--- config.mk ---
export PLATFORM = sky130hd
export DESIGN_NAME = fp_pair_accumulator
export DESIGN_NICKNAME = d
export VERILOG_FILES = /design/src/rtl/fp_acc_pkg.sv /design/src/rtl/fp_acc_add_core.sv /design/src/rtl/fp_pair_accumulator.sv
export SDC_FILE = /design/constraint.sdc
export NUM_CORES = 1
export LEC_CHECK = 0
export ABC_AREA = 1
export ABC_CLOCK_PERIOD_IN_PS = 10600
export BUFFER_PORTS_ARGS = -buffer_cell sky130_fd_sc_hd__buf_2
export CAP_MARGIN = 20
export CORE_ASPECT_RATIO = 0.6
export CORE_MARGIN = 4
export CORE_UTILIZATION = 60
export DETAILED_ROUTE_END_ITERATION = 8
export HOLD_SLACK_MARGIN = 0.02
export MAX_ROUTING_LAYER = met4
export PLACE_DENSITY = 0.9
export SETUP_SLACK_MARGIN = 0.1
export SLEW_MARGIN = 15
export SYNTH_ARGS = -nofsm -noshare
export SYNTH_HDL_FRONTEND = slang
export SYNTH_SLANG_ARGS = --single-unit
--- constraint.sdc ---
create_clock -name clk -period 10.6 [get_ports clk]
set_input_delay 1.06 -clock clk [delete_from_list [all_inputs] [get_ports clk]]
set_output_delay 1.06 -clock clk [all_outputs]
set_load 0.01 [all_outputs]
--- src/rtl/fp_acc_pkg.sv ---
// fp_acc_pkg: widths, FSM encoding, float constants and unpack helper for fp_pair_accumulator
package fp_acc_pkg;
    localparam int FLT_DATA_WIDTH = 32;
    localparam int EXP_WIDTH = 8;
    localparam int MAN_WIDTH = 23;
    localparam int ADD_LATENCY = 3;
    localparam int FIFO_DEPTH = 2;
    localparam logic [FLT_DATA_WIDTH-1:0] FP_POS_ZERO = 32'h0000_0000;
    localparam logic [EXP_WIDTH-1:0] FP_EXP_MAX = 8'hFF;
    typedef enum logic [1:0] {IDLE, ADD_ONE, ADD_TWO, DONE} state_t;
    typedef struct packed {
        logic                 sign;
        logic [EXP_WIDTH-1:0] exp;
        logic [MAN_WIDTH:0]   man;
    } ufloat_t;
    function automatic ufloat_t unpack(input logic [FLT_DATA_WIDTH-1:0] f);
        ufloat_t u;
        u.sign = f[FLT_DATA_WIDTH-1];
        u.exp = f[MAN_WIDTH +: EXP_WIDTH];
        u.man = (u.exp == '0) ? '0 : {1'b1, f[MAN_WIDTH-1:0]};
        return u;
    endfunction
endpackage

--- src/rtl/fp_acc_add_core.sv ---
// fp_add_core: 3-stage truncating float32 adder (align / add / normalise+pack), stalled by clk_en
module fp_add_core
    import fp_acc_pkg::*;
(
    input  logic                      clk,
    input  logic                      rst,
    input  logic                      clk_en,
    input  logic [FLT_DATA_WIDTH-1:0] i_a,
    input  logic [FLT_DATA_WIDTH-1:0] i_b,
    output logic [FLT_DATA_WIDTH-1:0] o_sum
);
    localparam int XW = MAN_WIDTH + 4;
    ufloat_t w_a, w_b, w_big, w_small;
    logic w_swap, w_a_inf, w_b_inf;
    logic [EXP_WIDTH-1:0] w_diff;
    logic [XW-1:0] w_big_x, w_small_x, w_al;
    logic r1_sub, r1_sign, r1_inf;
    logic [EXP_WIDTH-1:0] r1_exp;
    logic [XW-1:0] r1_big, r1_small;
    logic r2_sign, r2_inf;
    logic [EXP_WIDTH-1:0] r2_exp;
    logic [XW:0] r2_sum;
    logic [4:0] w_lz;
    logic [XW-1:0] w_norm;
    logic signed [EXP_WIDTH+1:0] w_e;
    logic [FLT_DATA_WIDTH-1:0] w_pack;
    assign w_a = unpack(i_a);
    assign w_b = unpack(i_b);
    assign w_a_inf = w_a.exp == FP_EXP_MAX;
    assign w_b_inf = w_b.exp == FP_EXP_MAX;
    assign w_swap = {w_b.exp, w_b.man} > {w_a.exp, w_a.man};
    assign w_big = w_swap ? w_b : w_a;
    assign w_small = w_swap ? w_a : w_b;
    assign w_diff = w_big.exp - w_small.exp;
    assign w_big_x = {w_big.man, 3'b000};
    assign w_small_x = {w_small.man, 3'b000};
    // guard/round bits plus a sticky LSB keep truncation exact on subtraction
    assign w_al = (w_small_x >> w_diff) | XW'(|(w_small_x & ~({XW{1'b1}} << w_diff)));
    always_comb begin
        w_lz = '0;
        for (int i = 0; i < XW; i++)
            if (r2_sum[i]) w_lz = 5'(XW - 1 - i);
        w_norm = r2_sum[XW-1:0] << w_lz;
        w_e = r2_sum[XW] ? $signed({2'b00, r2_exp}) + 10'sd1 : $signed({2'b00, r2_exp}) - $signed({5'b0, w_lz});
        w_pack = (r2_inf || w_e >= 10'sd255) ? {r2_sign, FP_EXP_MAX, {MAN_WIDTH{1'b0}}}
               : (r2_sum == '0 || w_e <= 10'sd0) ? FP_POS_ZERO
               : {r2_sign, w_e[EXP_WIDTH-1:0], r2_sum[XW] ? r2_sum[XW-1:4] : w_norm[XW-2:3]};
    end
    always_ff @(posedge clk or posedge rst)
        if (rst) begin
            r1_sub <= 1'b0;
            r1_sign <= 1'b0;
            r1_inf <= 1'b0;
            r1_exp <= '0;
            r1_big <= '0;
            r1_small <= '0;
            r2_sign <= 1'b0;
            r2_inf <= 1'b0;
            r2_exp <= '0;
            r2_sum <= '0;
            o_sum <= FP_POS_ZERO;
        end else if (clk_en) begin
            r1_sub <= w_big.sign ^ w_small.sign;
            r1_inf <= w_a_inf || w_b_inf;
            r1_sign <= w_a_inf ? w_a.sign : w_b_inf ? w_b.sign : w_big.sign;
            r1_exp <= w_big.exp;
            r1_big <= w_big_x;
            r1_small <= w_al;
            r2_sign <= r1_sign;
            r2_inf <= r1_inf;
            r2_exp <= r1_exp;
            r2_sum <= r1_sub ? {1'b0, r1_big} - {1'b0, r1_small} : {1'b0, r1_big} + {1'b0, r1_small};
            o_sum <= w_pack;
        end
endmodule

--- src/rtl/fp_pair_accumulator.sv ---
// fp_pair_accumulator: new_total = (total + one) + two on a shared adder; FP_ACC_FIFO_EN adds a pending-pair FIFO
module fp_pair_accumulator
    import fp_acc_pkg::*;
(
    input  logic                      clk,
    input  logic                      rst,
    input  logic                      clk_en,
    input  logic                      start,
    input  logic [FLT_DATA_WIDTH-1:0] curent_total,
    input  logic [FLT_DATA_WIDTH-1:0] to_add_one,
    input  logic [FLT_DATA_WIDTH-1:0] to_add_two,
    output logic [FLT_DATA_WIDTH-1:0] new_total,
    output logic                      done,
    output logic                      working,
    output logic                      overrun
);
    state_t r_state, w_next;
    logic [1:0] r_cnt, w_cnt_next;
    logic [FLT_DATA_WIDTH-1:0] r_total, r_one, r_two, w_a, w_b, w_sum;
    logic [FLT_DATA_WIDTH-1:0] w_load_total, w_load_one, w_load_two;
    logic w_busy_start, w_load, w_drop;
    assign w_busy_start = start && r_state != IDLE;
    assign done = r_state == DONE;
    assign w_a = r_state == ADD_TWO ? w_sum : r_total;
    assign w_b = r_state == ADD_TWO ? r_two : r_one;
`ifdef FP_ACC_FIFO_EN
    localparam int PW = $clog2(FIFO_DEPTH);
    logic [FLT_DATA_WIDTH-1:0] r_q_one [FIFO_DEPTH];
    logic [FLT_DATA_WIDTH-1:0] r_q_two [FIFO_DEPTH];
    logic [PW-1:0] r_rd, r_wr;
    logic [PW:0] r_fill;
    logic w_pop, w_bypass, w_push;
    assign w_pop = r_state == DONE && (r_fill != '0 || w_busy_start);
    assign w_bypass = w_pop && r_fill == '0;
    assign w_push = w_busy_start && !w_bypass && (r_fill != (PW+1)'(FIFO_DEPTH) || w_pop);
    assign w_drop = w_busy_start && !w_bypass && !w_push;
    assign w_load = (r_state == IDLE && start) || w_pop;
    assign w_load_total = r_state == DONE ? new_total : curent_total;
    assign w_load_one = (r_state == IDLE || w_bypass) ? to_add_one : r_q_one[r_rd];
    assign w_load_two = (r_state == IDLE || w_bypass) ? to_add_two : r_q_two[r_rd];
    assign working = r_state != IDLE || r_fill != '0;
    always_ff @(posedge clk or posedge rst)
        if (rst) begin
            r_rd <= '0;
            r_wr <= '0;
            r_fill <= '0;
        end else if (clk_en) begin
            r_wr <= r_wr + PW'(w_push);
            r_rd <= r_rd + PW'(w_pop && !w_bypass);
            r_fill <= r_fill + (PW+1)'(w_push) - (PW+1)'(w_pop && !w_bypass);
        end
    always_ff @(posedge clk)
        if (clk_en && w_push) begin
            r_q_one[r_wr] <= to_add_one;
            r_q_two[r_wr] <= to_add_two;
        end
`else
    assign w_drop = w_busy_start;
    assign w_load = r_state == IDLE && start;
    assign w_load_total = curent_total;
    assign w_load_one = to_add_one;
    assign w_load_two = to_add_two;
    assign working = r_state != IDLE;
`endif
    always_comb begin
        w_next = r_state;
        w_cnt_next = r_cnt + 2'd1;
        case (r_state)
            IDLE, DONE: begin
                w_next = w_load ? ADD_ONE : IDLE;
                w_cnt_next = '0;
            end
            ADD_ONE: if (r_cnt == 2'(ADD_LATENCY - 1)) begin
                w_next = ADD_TWO;
                w_cnt_next = '0;
            end
            ADD_TWO: if (r_cnt == 2'(ADD_LATENCY)) begin
                w_next = DONE;
                w_cnt_next = '0;
            end
        endcase
    end
    always_ff @(posedge clk or posedge rst)
        if (rst) begin
            r_state <= IDLE;
            r_cnt <= '0;
            r_total <= FP_POS_ZERO;
            r_one <= FP_POS_ZERO;
            r_two <= FP_POS_ZERO;
            new_total <= FP_POS_ZERO;
            overrun <= 1'b0;
        end else if (clk_en) begin
            r_state <= w_next;
            r_cnt <= w_cnt_next;
            if (w_load) begin
                r_total <= w_load_total;
                r_one <= w_load_one;
                r_two <= w_load_two;
            end
            if (r_state == ADD_TWO && w_next == DONE) new_total <= w_sum;
            if (w_drop) overrun <= 1'b1;
        end
    fp_add_core u_add (
        .clk    (clk),
        .rst    (rst),
        .clk_en (clk_en),
        .i_a    (w_a),
        .i_b    (w_b),
        .o_sum  (w_sum)
    );
endmodule

==> results of run 1 <==
==> flip-flops by register name (all words and copies together), names as in the netlist, 8 cells and up <==
name and flops:
new_total 32, r_one 32, r_total 32, r_two 32, u_add.o_sum 32, u_add.r2_sum 28, u_add.r1_small 27, u_add.r1_big 24
u_add.r1_exp 8, u_add.r2_exp 8
==> logic make-up (layout without fill, tap and decap cells) <==
group                    after synthesis  count (layout)  synth area share [%]
adder cells (fa/ha/maj)               99              99                 6.662
flip-flops                           265             265                 35.24
AND/OR/NAND/NOR                     1238            1238                 27.81
XOR/XNOR                              30              30                 1.516
buffers and inverters                414             478                 8.603
AO/OA/AOI/OAI                        544             544                 15.77
other                                  0               3                     0
multiplexers                          74              74                 4.401
==> stage by stage <==
step	worst slack, ns	cell area [sq um]
after floorplan	2.243	18820
after global routing	2.380	20510
after CTS	2.882	20500
final	2.963	20520
after global placement	3.040	19630
after detailed placement	2.940	19630
==> critical path, delay by kind of cell (launching register included) <==
family / cells / cell delay [ns]
buf+inv: 6 / 2.40
fa+ha+maj: 2 / 0.82
compound gates: 2 / 0.68
xor+xnor: 1 / 0.18
flops: 1 / 0.42
simple gates: 20 / 2.97
==> cell type report <==
cell class,count,area (sq um),share of cell area [%]
antenna,3,7.507,0.03659
clock buffer,37,742.0,3.617
clock inverter,10,125.1,0.6099
inverter,271,1025,4.995
multi-input combinational,1985,10600,51.68
sequential,265,6631,32.32
tap,408,510.5,2.488
timing repair buffer,160,872.1,4.251
==> Yosys cell counts (all sizes together), types with 9 or more instances <==
cell and number:
nand3 252, a21oi 198, clkbuf 105, o21ai 251, o31ai 11, a31oi 9, nand2 719, inv 268
or2 10, a21boi 9, o211ai 13, dfrtp 265, a22oi 10, xor2 29, mux2 70, nor2 205
buf 38, ha 97, nor4 9, nor3 12, o22ai 16, nand4 25
==> path summary, 6_finish.rpt <==
path | from | to | slack [ns] | depth (start not counted)
worst max-delay path | r_state[0] | u_add.r1_small[0] | 2.96 | 31
worst min-delay path | new_total[8] | new_total[8] | 0.48 | 2
worst max register to register | r_state[0] | u_add.r1_small[0] | 2.96 | 31
worst min register to register | new_total[8] | new_total[8] | 0.48 | 2
max in group asynchronous | rst | u_add.r2_sum[15] | 8.31 | 3
min in group asynchronous | rst | r_cnt[0] | 0.67 | 2
==> layer usage <==
layer	share of wire, %	global-route usage, %
met5	0	-
met4	2.4	7.757
met3	16	17.49
met2	39	51.60
met1	42	56.58
==> impl_metrics.yaml, run 1 <==
sta:
  finalHoldViolCount: 0
  drv_slew: 0
  tightest_slew_ns: 1.158
  hold_ws_ns: 0.4818
  setup_viol: 0
  period_share_pct: 72.05
  relSlewSlack_pct: 21.99
  finalCriticalPeriod_ns: 7.637
  timing.fmax_mhz: 130.9
  grt_setup_unrepaired: "false"
  fin_tns_setup_ns: 0
  clock_skew_ns: 0.01591
logic_synthesis:
  ys.flop_type: "dfrtp_1"
  netlist_area_sq_um: 18820
  synth-seq-cells: 265
  synth_nets: 2863
  async_flop_share_pct: 100.0
  synth_top_area_share_pct: 35.24
  avgSynthCellArea_sq_um: 7.064
  yosys_warnings: 0
  synthCells: 2664
  ys_types: 59
  yosysSeqAreaShare_pct: 35.24
  yosys.area.top_type: "dfrtp_1"
  synthTopCellsByArea: "dfrtp_1 (35%), nand2_1 (14%), nand3_1 (6.5%), ha_1 (6.4%), o21ai_0 (5.7%)"
  synth_edf_count: 0
cells_and_area:
  stdcell_count: 3139
  utilization_pct: 67.47
  layout_common_cells: "nand2_1 (706), dfrtp_1 (265), inv_1 (263)"
  num-fill-cells: 2629
  layout_commonest_cell: "nand2_1"
  drive_gt1_share_pct: 11.88
  nets: 2908
  area_growth_pct: 9.015
setup_path:
  critPathCaptureType: "flip-flop"
  critPathRequiredTime_ns: 11.04
  worstPathMaxFanout: 65
  cpPeakStageDelay_ns: 0.77
  critPathArrivalTime_ns: 8.08
  cpMostUsedCell: "nor2_1"
  slowest_stage: "inv_1"
  crit_path_start_kind: "flip-flop"
  crit_type: "flip-flop to flip-flop"
clock_network:
  cts_tree: "done"
  clock-root-buffer: "clkbuf_16"
  path_clk_slew_ns: 0.07
  numCtsBuffers: 26
  cts_setup_buffers: 0
  clk_latency_ns: 0.56
  htree_levels: 1
  cts_sinks: 265
  hold_buffers: 0
  cts_resized: 0
  cts_buffer_depth: 3
floorplan:
  dieArea_sq_um: 34360
  rows: 49
  io_pins: 135
  die_y_um: 145.2
  dieWidth_um: 236.6
  core_sq_um: 30410
  start_util_pct: 61.89
global_routing:
  first_global_vias: 18130
  grt_max_degree: 132
  grt_antenna_before_repair: 2
  grt_pass1_wl_um: 104900
  grt_remaining_overflow: 0
  gr-usage-all-layers_pct: 39.45
flow_run:
  max_cap_violations: 0
placement:
  place_congestion: 1.138
  portBuffers: 134
  dp.cells: 3088
  dpl.hpwl_um: 52300
hold_path:
  min_path_type: "flip-flop to flip-flop"
outcome:
  status: "finished, final reports clean"
route:
  drc: 0
  wl_per_cell_um: 21.83
  first_pass_iters: 9
  finalWirelength_um: 68530
  avgViaCountPerCell: 6.292
  num_vias: 19750
  first_iter_violations: 2859
  final_antenna_net_count: 0
Power of run 1 is left out: the tool's default activity adds up to more than one toggle a clock period on the data nets, which glitch-free logic cannot reach.
==> run 2: changes to the inputs <==
ABC_AREA = 0   (was 1)
ABC_CLOCK_PERIOD_IN_PS = 7400   (was 10600)
clock period = 7.4 ns   (was 10.6 ns; I/O delays follow)
==> impl_metrics.yaml, run 2 <==
global_routing:
  grt_max_degree: 115
  gr-usage-all-layers_pct: 35.85
  first_global_vias: 15800
  grt_antenna_before_repair: 4
  grt_remaining_overflow: 0
  grt_pass1_wl_um: 93520
setup_path:
  r2r_cells: 28
  cpPeakStageDelay_ns: 0.42
  critPathRequiredTime_ns: 7.85
  crit_path_start_kind: "flip-flop"
  worstPathMaxFanout: 26
  critPathCaptureType: "flip-flop"
  r2r-end: "u_add.r1_small[0]"
  timing.rr.start: "r_state[0]"
  slowest_stage: "dfrtp_1"
  crit_type: "flip-flop to flip-flop"
  r2r_slack_ns: 0.28
  critPathArrivalTime_ns: 7.56
logic_synthesis:
  ys_types: 82
  synth_mux_area_share_pct: 20.93
  async_flop_share_pct: 100.0
  synth_edf_count: 0
  synth_top_family_by_area: "multiplexers"
  yosys.area.top_type: "dfrtp_1"
  ys_top_cells_by_count: "dfrtp_1 (265), nor2_1 (219), mux2_2 (183)"
  synth-adder-area-share_pct: 6.786
  synth-compound-area-share_pct: 16.58
  synthTopCellsByArea: "dfrtp_1 (36%), mux2_2 (11%), mux2i_1 (8.7%), ha_1 (6.5%), a21oi_1 (4.5%)"
  netlist_area_sq_um: 18620
  synth-seq-cells: 265
  avgSynthCellArea_sq_um: 9.316
  synthCells: 1999
  synthSimpleGateAreaFrac_pct: 13.03
  yosysSeqAreaShare_pct: 35.61
  yosys.cell_count.top_type: "dfrtp_1"
  yosys.area_share.xor_xnor_pct: 1.975
  ys.flop_type: "dfrtp_1"
  yosys_warnings: 0
  synth_top_area_share_pct: 35.61
  synth_nets: 2198
route:
  avgViaCountPerCell: 6.603
  final_antenna_net_count: 0
  first_iter_violations: 2213
  drc: 0
  first_pass_iters: 9
  wl_per_cell_um: 24.08
  num_vias: 16570
  finalWirelength_um: 60420
clock_network:
  clock-root-buffer: "clkbuf_16"
  cts_sinks: 265
  numCtsBuffers: 26
  cts_buffer_depth: 3
  clk_latency_ns: 0.58
  cts_resized: 0
  path_clk_slew_ns: 0.06
  htree_levels: 1
  hold_buffers: 0
  cts_tree: "done"
  cts_setup_buffers: 0
floorplan:
  die_y_um: 144.5
  io_pins: 135
  dieArea_sq_um: 34010
  rows: 49
  dieWidth_um: 235.4
  start_util_pct: 61.49
  core_sq_um: 30290
cells_and_area:
  drive_gt1_share_pct: 21.12
  layout_common_cells: "dfrtp_1 (265), nor2_1 (219), mux2_2 (183)"
  area_growth_pct: 10.68
  register_area_sq_um: 6631
  num-fill-cells: 2377
  layout_commonest_cell: "dfrtp_1"
  multiInputGateArea_sq_um: 11140
  stdcell_count: 2509
  nets: 2282
sta:
  relSlewSlack_pct: 33.53
  grt_setup_unrepaired: "false"
  finalHoldViolCount: 0
  period_share_pct: 96.19
  setup_viol: 0
  finalCriticalPeriod_ns: 7.118
  clock_skew_ns: 0.02430
  timing.fmax_mhz: 140.5
  drv_slew: 0
  tightest_slew_ns: 0.9971
  fin_tns_setup_ns: 0
hold_path:
  min_path_type: "input pin to asynchronous set/reset pin"
placement:
  dp.cells: 2462
  portBuffers: 134
  dpl.hpwl_um: 45630
  place_congestion: 1.040
outcome:
  status: "finished, final reports clean"
flow_run:
  max_cap_violations: 0
run 2: changes by cell type after synthesis, sizes merged, moves of 27 or more:
| cell | before | now |
|---|---|---|
| inv | 268 | 111 |
| nand2 | 719 | 109 |
| a21oi | 198 | 166 |
| mux2 | 70 | 183 |
| o21ai | 251 | 91 |
| mux2i | 4 | 161 |
| nand3 | 252 | 36 |
| clkbuf | 105 | 78 |
run 2: logic make-up after synthesis:
group	after synthesis
mux	354
flops	265
compound gates	480
simple gates	523
buf+inv	235
xor+xnor	42
fa+ha+maj	100
run 2: worst max path at each step:
stage,from,to,slack (ns),cells after the start
global route,r_state[0],u_add.r1_small[0],0.01,28
CTS,r_state[0],u_add.r1_small[0],0.28,29
global placement,r_state[0],u_add.r1_small[0],0.54,27
detailed placement,r_state[0],u_add.r1_small[0],0.31,29
finish,r_state[0],u_add.r1_small[0],0.28,28
floorplan,r_state[0],u_add.r1_small[0],0.17,35
run 2: per-stage QoR:
step           worst slack, ns  hold WS [ns]  cell area, sq um  utilization, %
2_1_floorplan           0.1731        0.4492             18630               -
3_3_place_gp            0.5403        0.4508             19690           65.00
3_5_place_dp            0.3122        0.4546             19690           65.00
4_1_cts                 0.2777        0.3242             20550           67.86
5_1_grt                0.01218        0.3804             20610           68.06
6_report                0.2820        0.3104             20610           68.06
run 2: layer usage:
layer	vias to the layer above	track usage, %	part of all wire, %
li1	7395	-	-
met1	8089	51.75	44
met2	973	51.66	42
met3	111	8.710	12
met4	0	7.718	2.6
met5	-	-	0
run 2: layout make-up:
cell class / count / area share, %
timing repair buffer: 177 / 5.008
clock buffer: 36 / 3.581
antenna: 3 / 0.03642
inverter: 113 / 2.076
clock inverter: 7 / 0.6070
tap: 408 / 2.477
multi-input combinational: 1500 / 54.04
sequential: 265 / 32.17
run 2: critical path, delay by kind of cell, from the launching register on:
kind	cells	cell delay, ns
compound gates	13	2.86
simple gates	8	1.80
fa+ha+maj	3	0.83
buf+inv	3	0.72
flops	1	0.42
mux	1	0.31
Power of run 2 is left out for the same reason.
